===== config.mk =====
export PLATFORM = sky130hd
export DESIGN_NAME = easyaxi_slv_wr_ctrl
export DESIGN_NICKNAME = d
export VERILOG_FILES = /design/src/rtl/easyaxi_slv_wr_ctrl.sv
export SDC_FILE = /design/constraint.sdc
export NUM_CORES = 1
export LEC_CHECK = 0
export ABC_CLOCK_PERIOD_IN_PS = 9200
export CELL_PAD_IN_SITES_DETAIL_PLACEMENT = 2
export CELL_PAD_IN_SITES_GLOBAL_PLACEMENT = 2
export CORE_UTILIZATION = 39
export DETAILED_ROUTE_END_ITERATION = 10
export PLACE_DENSITY = 0.9
export SLEW_MARGIN = 20
export SYNTH_ARGS = -nofsm -noshare
export SYNTH_HDL_FRONTEND = slang
export SYNTH_SLANG_ARGS = --single-unit

===== constraint.sdc =====
create_clock -name clk -period 9.2 [get_ports clk]
set_input_delay 0.92 -clock clk [delete_from_list [all_inputs] [get_ports clk]]
set_output_delay 0.92 -clock clk [all_outputs]
set_load 0.01 [all_outputs]

===== src/rtl/easyaxi_slv_wr_ctrl.sv =====
// easyaxi_slv_wr_ctrl
//   AXI write-slave controller. AW requests are queued (up to OST_DEPTH
//   outstanding), W beats are consumed in AW order and turned into per-beat
//   memory writes with FIXED/INCR/WRAP address generation, and one in-order
//   B response per burst is queued (up to OST_DEPTH held against bready=0).
//
// Ports
//   clk, rst                  clock, synchronous active-high reset
//   axi_slv_aw*               AW channel (valid/ready + id/addr/len/size/burst/user)
//   axi_slv_w*                W channel (valid/ready + data/strb/last)
//   axi_slv_b*                B channel (valid/ready + id/resp/user)
//   mem_wen/waddr/wdata/wstrb memory write port, one strobe per accepted legal beat

`ifndef AXI_ID_W
`define AXI_ID_W 4
`endif
`ifndef AXI_ADDR_W
`define AXI_ADDR_W 32
`endif
`ifndef AXI_LEN_W
`define AXI_LEN_W 8
`endif
`ifndef AXI_SIZE_W
`define AXI_SIZE_W 3
`endif
`ifndef AXI_BURST_W
`define AXI_BURST_W 2
`endif
`ifndef AXI_USER_W
`define AXI_USER_W 4
`endif
`ifndef AXI_DATA_W
`define AXI_DATA_W 32
`endif
`ifndef AXI_RESP_W
`define AXI_RESP_W 2
`endif

module easyaxi_slv_wr_ctrl #(
    parameter int OST_DEPTH = 4
) (
    input  logic                        clk,
    input  logic                        rst,

    input  logic                        axi_slv_awvalid,
    output logic                        axi_slv_awready,
    input  logic [`AXI_ID_W-1:0]        axi_slv_awid,
    input  logic [`AXI_ADDR_W-1:0]      axi_slv_awaddr,
    input  logic [`AXI_LEN_W-1:0]       axi_slv_awlen,
    input  logic [`AXI_SIZE_W-1:0]      axi_slv_awsize,
    input  logic [`AXI_BURST_W-1:0]     axi_slv_awburst,
    input  logic [`AXI_USER_W-1:0]      axi_slv_awuser,

    input  logic                        axi_slv_wvalid,
    output logic                        axi_slv_wready,
    input  logic [`AXI_DATA_W-1:0]      axi_slv_wdata,
    input  logic [`AXI_DATA_W/8-1:0]    axi_slv_wstrb,
    input  logic                        axi_slv_wlast,

    output logic                        axi_slv_bvalid,
    input  logic                        axi_slv_bready,
    output logic [`AXI_ID_W-1:0]        axi_slv_bid,
    output logic [`AXI_RESP_W-1:0]      axi_slv_bresp,
    output logic [`AXI_USER_W-1:0]      axi_slv_buser,

    output logic                        mem_wen,
    output logic [`AXI_ADDR_W-1:0]      mem_waddr,
    output logic [`AXI_DATA_W-1:0]      mem_wdata,
    output logic [`AXI_DATA_W/8-1:0]    mem_wstrb
);

    localparam int ADDR_W = `AXI_ADDR_W;
    localparam int PTR_W  = $clog2(OST_DEPTH);
    localparam logic [`AXI_SIZE_W-1:0]  MAX_SIZE   = `AXI_SIZE_W'($clog2(`AXI_DATA_W/8));
    localparam logic [`AXI_BURST_W-1:0] BURST_FIXED = 2'b00;
    localparam logic [`AXI_BURST_W-1:0] BURST_INCR  = 2'b01;
    localparam logic [`AXI_BURST_W-1:0] BURST_WRAP  = 2'b10;
    localparam logic [`AXI_BURST_W-1:0] BURST_RSVD  = 2'b11;
    localparam logic [`AXI_RESP_W-1:0]  RESP_OKAY   = 2'b00;
    localparam logic [`AXI_RESP_W-1:0]  RESP_SLVERR = 2'b10;

    typedef struct packed {
        logic [`AXI_ID_W-1:0]    id;
        logic [`AXI_ADDR_W-1:0]  addr;
        logic [`AXI_LEN_W-1:0]   len;
        logic [`AXI_SIZE_W-1:0]  size;
        logic [`AXI_BURST_W-1:0] burst;
        logic [`AXI_USER_W-1:0]  user;
    } aw_entry_t;

    typedef struct packed {
        logic [`AXI_ID_W-1:0]    id;
        logic [`AXI_RESP_W-1:0]  resp;
        logic [`AXI_USER_W-1:0]  user;
    } b_entry_t;

    aw_entry_t               aw_mem [OST_DEPTH];
    b_entry_t                b_mem  [OST_DEPTH];
    logic [PTR_W:0]          aw_wptr, aw_rptr;
    logic [PTR_W:0]          b_wptr, b_rptr;
    logic                    ready_en;

    logic [`AXI_LEN_W-1:0]   beat_cnt;
    logic                    err_flag;
    logic [ADDR_W-1:0]       cur_addr;

    logic                    aw_full, aw_not_empty;
    logic                    b_full, b_not_empty;
    logic                    aw_push, beat_fire, burst_end, b_pop;
    aw_entry_t               aw_in, head;
    b_entry_t                b_in, b_head;

    logic                    last_beat, wlast_err;
    logic                    bad_size, bad_burst, bad_wrap, illegal;
    logic [ADDR_W-1:0]       beat_addr, bytes, span, wrap_lo, incr_addr, next_addr;

    // Pointers carry one extra wrap bit so full and empty are distinguishable.
    assign aw_not_empty = (aw_wptr != aw_rptr);
    assign aw_full      = (aw_wptr[PTR_W] != aw_rptr[PTR_W]) &&
                          (aw_wptr[PTR_W-1:0] == aw_rptr[PTR_W-1:0]);
    assign b_not_empty  = (b_wptr != b_rptr);
    assign b_full       = (b_wptr[PTR_W] != b_rptr[PTR_W]) &&
                          (b_wptr[PTR_W-1:0] == b_rptr[PTR_W-1:0]);

    // ready_en keeps both ready outputs low until one cycle after reset release.
    assign axi_slv_awready = ready_en & ~aw_full;
    assign axi_slv_wready  = ready_en & aw_not_empty & ~b_full;
    assign axi_slv_bvalid  = b_not_empty;

    assign aw_push   = axi_slv_awvalid & axi_slv_awready;
    assign beat_fire = axi_slv_wvalid & axi_slv_wready;
    assign b_pop     = axi_slv_bvalid & axi_slv_bready;

    assign aw_in = '{id:    axi_slv_awid,
                     addr:  axi_slv_awaddr,
                     len:   axi_slv_awlen,
                     size:  axi_slv_awsize,
                     burst: axi_slv_awburst,
                     user:  axi_slv_awuser};

    assign head   = aw_mem[aw_rptr[PTR_W-1:0]];
    assign b_head = b_mem[b_rptr[PTR_W-1:0]];

    // Burst length comes from AWLEN only; wlast is merely checked against it.
    assign last_beat = (beat_cnt == head.len);
    assign wlast_err = (axi_slv_wlast != last_beat);
    assign burst_end = beat_fire & last_beat;

    assign bad_size  = (head.size > MAX_SIZE);
    assign bad_burst = (head.burst == BURST_RSVD);
    assign bad_wrap  = (head.burst == BURST_WRAP) &&
                       !((head.len == 8'd1) || (head.len == 8'd3) ||
                         (head.len == 8'd7) || (head.len == 8'd15));
    assign illegal   = bad_size | bad_burst | bad_wrap;

    // First beat takes the queued start address; later beats use the running one.
    assign beat_addr = (beat_cnt == '0) ? head.addr : cur_addr;
    assign bytes     = ADDR_W'(1) << head.size;
    assign span      = (ADDR_W'(head.len) + ADDR_W'(1)) << head.size;
    assign wrap_lo   = beat_addr & ~(span - ADDR_W'(1));
    assign incr_addr = beat_addr + bytes;

    always_comb begin
        next_addr = beat_addr;
        case (head.burst)
            BURST_FIXED: next_addr = beat_addr;
            BURST_INCR:  next_addr = incr_addr;
            BURST_WRAP:  next_addr = (incr_addr == wrap_lo + span) ? wrap_lo : incr_addr;
            default:     next_addr = beat_addr;
        endcase
    end

    assign b_in = '{id:   head.id,
                    resp: (err_flag | wlast_err | illegal) ? RESP_SLVERR : RESP_OKAY,
                    user: head.user};

    assign mem_wen   = beat_fire & ~illegal;
    assign mem_waddr = beat_addr;
    assign mem_wdata = axi_slv_wdata;
    assign mem_wstrb = axi_slv_wstrb;

    // Outputs read as zero while the response queue is empty.
    assign axi_slv_bid   = b_not_empty ? b_head.id   : '0;
    assign axi_slv_bresp = b_not_empty ? b_head.resp : '0;
    assign axi_slv_buser = b_not_empty ? b_head.user : '0;

    always_ff @(posedge clk) begin
        if (aw_push) begin
            aw_mem[aw_wptr[PTR_W-1:0]] <= aw_in;
        end
        if (burst_end) begin
            b_mem[b_wptr[PTR_W-1:0]] <= b_in;
        end
    end

    always_ff @(posedge clk) begin
        if (rst) begin
            ready_en <= 1'b0;
            aw_wptr  <= '0;
            aw_rptr  <= '0;
            b_wptr   <= '0;
            b_rptr   <= '0;
            beat_cnt <= '0;
            err_flag <= 1'b0;
            cur_addr <= '0;
        end else begin
            ready_en <= 1'b1;
            if (aw_push) begin
                aw_wptr <= aw_wptr + 1'b1;
            end
            if (b_pop) begin
                b_rptr <= b_rptr + 1'b1;
            end
            if (beat_fire) begin
                cur_addr <= next_addr;
                if (last_beat) begin
                    aw_rptr  <= aw_rptr + 1'b1;
                    b_wptr   <= b_wptr + 1'b1;
                    beat_cnt <= '0;
                    err_flag <= 1'b0;
                end else begin
                    beat_cnt <= beat_cnt + 1'b1;
                    err_flag <= err_flag | wlast_err;
                end
            end
        end
    end

endmodule

Word-level counts from Yosys, hierarchy flattened --
Memory sizes are Yosys's and may differ from the RTL's. A register that Yosys moved wholly into a read port is not among the register bits. Cells that the tools add are included.
Cells by class: divide/modulo/power cells 0, multiplexer cells 18, shifts and indexed selects 2, equal/unequal tests 16, bitwise logic cells 17, $lt $le $gt $ge 1, add/sub/neg operators 9, multipliers 0, reduce and logical (&&, ||, !) cells 9
Operator list (number):
- adder 32 bit | 2
- two-way mux 32 bit | 2
- case mux 32 bit (2 select lines) | 1
- AND 32 bit | 1
- equality test 32 bit | 1
- NOT 32 bit | 1
- << shifter 1 x 3 -> 32 bit (first input constant) | 1
- << shifter 9 x 3 -> 32 bit | 1
- subtractor 32 x 1 -> 32 bit (second input constant) | 1
- adder 3 x 1 -> 3 bit (second input constant) | 4
- two-way mux 2 bit | 6
- adder 8 x 1 -> 9 bit (second input constant) | 1
- adder 8 x 1 -> 8 bit (second input constant) | 1
- AND 1 bit | 8
- equality test 8 x 1 -> 1 bit (second input constant) | 1
- equality test 8 x 2 -> 1 bit (second input constant) | 1
- equality test 8 x 3 -> 1 bit (second input constant) | 1
- equality test 8 x 4 -> 1 bit (second input constant) | 1
- equality test 8 bit | 1
- zero test 8 bit | 1
- two-way mux 4 bit | 2
- two-way mux 8 bit | 1
- two-way mux 1 bit | 6
- inequality test 3 bit | 2
- 11 further kinds | 24
Storage, ports and cells: memory bits (read-only) 0, bits in writable memories 252, memories kept 2, bits in registers 54, output and inout port bits 82, logic and storage cells 82, latch bits 0
Memory list:
- aw_mem | depth 4, bits a word 53, rd ports 1, clocked after Yosys merged registers in 1, wr ports 1, line 97 | aw_entry_t aw_mem [OST_DEPTH];
- b_mem | depth 4, bits a word 10, rd ports 1, clocked after Yosys merged registers in 1, wr ports 1, line 98 | b_entry_t b_mem [OST_DEPTH];

Longest topological paths before layout --
Gate-level depths: netlist of run 1.
word-level depth 9, gate-level depth with buffers 31

Worst setup path before layout of run 1 --
Ideal clock, no wire load.
path kind register to register, start reg (tool-made name), end reg cur_addr[3], slack 2.549 ns, arrival time 6.577 ns, setup time 0.074 ns, clock period less this slack 6.651 ns, buffers on the path 5, cell stages (with the launch flop) 30, data required time 9.126 ns, cell sequence dfxtp_1 buf_6 buf_6 mux4_2 buf_6 ha_1 and3_1 buf_2 mux2_2 a31oi_1 or2_2 o21ai_0 o211a_1 buf_1 nand3_1 nor2_1 ha_1 nor2b_1 ha_1 xnor3_1 a41oi_1 o211ai_1 o21ai_0 and4b_1 nand4_1 nor4b_4 nand4_4 or2_1 or4_1 a31oi_1
RTL lines:
- to (signal assigned) | line 215 | cur_addr <= next_addr;
- to (decl) | line 105 | logic [ADDR_W-1:0] cur_addr;

==> metrics.cfg, run 1 <==
[sta]
tightest_slew_ns = 1.12
fin_skew_ns = 0.0258
maxSlewViolCount = 0
period_share_pct = 93.1
fin_ws_ns = 0.632
rsz0062_at_grt = no
setup_viol = 0
timing.setup.tns_ns = 0
max_freq_ghz = 0.117
fin_crit_ns = 8.57
hold_violations = 0
slew_headroom_pct = 23.0

[placement]
placed_cells = 2183
gp_congestion = 0.946
dpl.hpwl_um = 48500
place_ws_ns = 0.811
numPortBuffers = 103

[synthesis]
synth_seq_cells = 306
synthTopCellsByArea = edfxtp_1 42%, mux4_2 7.8%, dfxtp_1 6.5%, xnor2_1 3.3%, nor2_1 2.9%
synth_area_um2 = 17900
postSynthCellCount = 1579
syn_area_per_cell_um2 = 11.3
synth_cell_types = 106
synth_top_cell_by_area = edfxtp_1
yosysTopAreaCellShare_pct = 41.6
async_flop_share_pct = 0
yosysWarnings = 0
ys_seq_area_share_pct = 48.1
synth_edf_count = 248
ys.flop_type = edfxtp_1
syn_nets = 1705

[setup_path]
critPathBufInv = 2
worst_path_dominant_cell_family = simple AND/OR/NAND/NOR gates
reg2reg_slack_ns = 0.63
end_kind = flop
path_max_fanout = 32
worstSetupPathType = reg2reg
critical_path.endpoint = cur_addr[1]
crit_chain = buf_4, mux4_2, nand3_1, and2_1, inv_1, ha_1, fa_1, a21o_1, a21oi_1, o21bai_1, a21oi_1, o21ba_2, or3_1, nor3_1, or2_2, a32oi_1, o2111ai_1, nor4_1, nand4_1, and4bb_2, nand3b_2, nor2_2, a31oi_1, a221oi_1
cp_num_cells = 24
cp.arrival_ns = 9.04
timing.critical_path.mode_cell = a21oi_1
slowest_stage = dfxtp_4
reg2reg_depth = 24
slowest_delay_ns = 0.75
worstPathRequired_ns = 9.67
r2r-end = cur_addr[1]
cp-start-kind = flop

[run_status]
status = finished, final reports clean

[power_and_ir_drop]
p_sw_w = 0.000899
total_power_w = 0.00320
powerDensity_nw_per_um2 = 160
internal_power_w = 0.00230
swShare_pct = 28.1
power_frac_seq_pct = 48.0
clkPwrFrac_pct = 36.6
ir_drop_mv = 0.180
p_leak_nw = 6.53
p_comb_share_pct = 15.5

[clocking]
cts_made_buffers = 30
cts_tree = done
post_cts_buffers = 0
clockBufferDepth = 3
cts_resized = 0
hold_buffers = 0
clkSinkCount = 306
htreeDepth = 1
clock_latency_ns = 0.58
ctsRootBufferMaster = clkbuf_16
path_clk_slew_ns = 0.07

[global_routing]
grt_overflow = 0
antenna_found_initial = 1
grt_pass1_vias = 15603
grt_pass1_wl_um = 101000
grt_max_degree = 55
grt_use_total_pct = 28.7

[drt]
vias_per_cell = 6.41
wl_per_cell_um = 30.0
num_vias = 14363
ant_nets = 0
drtPass1Iterations = 5
routed_wl_um = 67100
route.detailed.drc = 0
drt_iter0_markers = 1083

[floorplanning]
die_w_um = 216
die_height_um = 216
io-pin-count = 177
design.die.area_um2 = 46700
fp.coreArea_um2 = 45300
start_util_pct = 39.5
rows = 78

[hold_path]
min_path_type = reg2reg

[final_layout]
antennaDiodeCount = 0
synthToLayoutAreaGrowth_pct = 12.0
final_cell_mix = 248 x edfxtp_1, 137 x nor2_1, 111 x nand2_1
fin_nets = 1741
finish.utilization_pct = 44.2
final_common_cell = edfxtp_1
drive_gt1_share_pct = 12.4
post_layout_nonfiller_instances = 2239

[flow_run]
maxCapViolations = 0

[sequential cells by signal, summed over array words and instances (netlist names), named ones only]
signal and flops:
cur_addr 32, aw_wptr 3, b_rptr 3, aw_mem 212, err_flag 1, ready_en 1
b_mem 36, beat_cnt 8, aw_rptr 3, b_wptr 3
[power by group through the flow]
stage	Clock, W	Sequential [W]	Combinational, W
5_1_grt	0.00122	0.00154	0.000521
2_1_floorplan	0	0.00156	0.000305
3_5_place_dp	0	0.00157	0.000479
6_report	0.00117	0.00154	0.000495
3_3_place_gp	0	0.00156	0.000451
4_1_cts	0.00118	0.00154	0.000486
[area by class of cell]
class | instances | area [um^2]
clock inverters | 17 | 100
well taps | 600 | 751
flip-flops and latches | 306 | 8610
repair buffers | 124 | 1190
inverters | 43 | 161
fillers | 4549 | 25200
multi-input cells | 1110 | 8430
clock buffers | 39 | 795
[worst min path at each step]
stage / endpoint / start / depth (start not counted)
after floorplan: err_flag / err_flag / 2
after global placement: err_flag / err_flag / 2
after detailed placement: cur_addr[31] / cur_addr[31] / 2
after CTS: cur_addr[31] / cur_addr[31] / 2
after global routing: cur_addr[31] / cur_addr[31] / 2
final: cur_addr[31] / cur_addr[31] / 2
[stage by stage]
step / instance area [um^2] / hold WS, ns
2_1_floorplan: 17900 / 0.430
3_3_place_gp: 19100 / 0.445
3_5_place_dp: 19100 / 0.472
4_1_cts: 20000 / 0.480
5_1_grt: 20000 / 0.502
6_report: 20000 / 0.479
[cell usage after synthesis (5+ instances only)]
master       n
a21oi_1     78
or2_2       14
nand4_1     23
a31o_2       7
a211oi_1    13
nand2b_1     9
a311oi_1     9
xnor2_1     68
o2111ai_1    8
o21a_1      10
o31ai_1      6
nor4_1      14
o211ai_1    14
and4_1       7
nand2_1    112
mux2i_1     44
mux4_2      62
or4_1        6
buf_4       44
buf_6        7
clkbuf_1    44
buf_2       21
o211a_1      6
a31oi_1     26
o21ai_0     59
edfxtp_1   248
ha_1        30
and2_1      13
xor2_1      30
mux2_2      16
a221oi_1    10
inv_1       39
or3_1       12
nor2b_1     14
nor2_1     137
nand3_1     49
dfxtp_1     58
and3_1      26
a21o_1      10
o21bai_1     5
nor3_1      47
[tightest hold or removal path, stage by stage (launching register included)]
cell	delay, ns
dfxtp_1	0.31
nand3_1	0.06
o31ai_1	0.06
[kinds of logic (layout without fill, tap and decap cells)]
| group | after synthesis | in the layout | share of synthesized area [%] |
|---|---|---|---|
| buf+inv | 163 | 223 | 4.79 |
| xor+xnor | 100 | 100 | 5.02 |
| simple gates | 511 | 511 | 14.5 |
| compound gates | 345 | 345 | 14.0 |
| other cells | 1 | 1 | 0.0210 |
| mux | 122 | 122 | 11.3 |
| flops | 306 | 306 | 48.1 |
| fa+ha+maj | 31 | 31 | 2.21 |
[routing by layer]
| layer | track usage (%) | vias to the layer above | wire, um |
|---|---|---|---|
| li1 | - | 6105 | - |
| met2 | 52.4 | 618 | 35000 |
| met4 | 11.7 | 0 | 3040 |
| met3 | 3.69 | 192 | 3370 |
| met5 | 0 | - | 0 |
| met1 | 33.7 | 7448 | 25700 |
(Power assumes the default switching activity.)
==> run 2: changes to the inputs <==
--- a/config.mk
+++ b/config.mk
@@ -11,6 +11,7 @@
 export CORE_UTILIZATION = 39
 export DETAILED_ROUTE_END_ITERATION = 10
 export PLACE_DENSITY = 0.9
+export SKIP_LAST_GASP = 1
 export SLEW_MARGIN = 20
 export SYNTH_ARGS = -nofsm -noshare
 export SYNTH_HDL_FRONTEND = slang
==> constraint.sdc (replaced) <==
create_clock -name clk -period 9.2 [get_ports clk]
set_input_delay 0.92 -clock clk [delete_from_list [all_inputs] [get_ports clk]]
set_output_delay 0.92 -clock clk [all_outputs]
set_load 0.02 [all_outputs]
==> results of run 2 <==
The final DEF is identical to that of run 1. Status: finished, final reports clean.
Among the figures that moved: total power 0.00320 W -> 0.00321 W
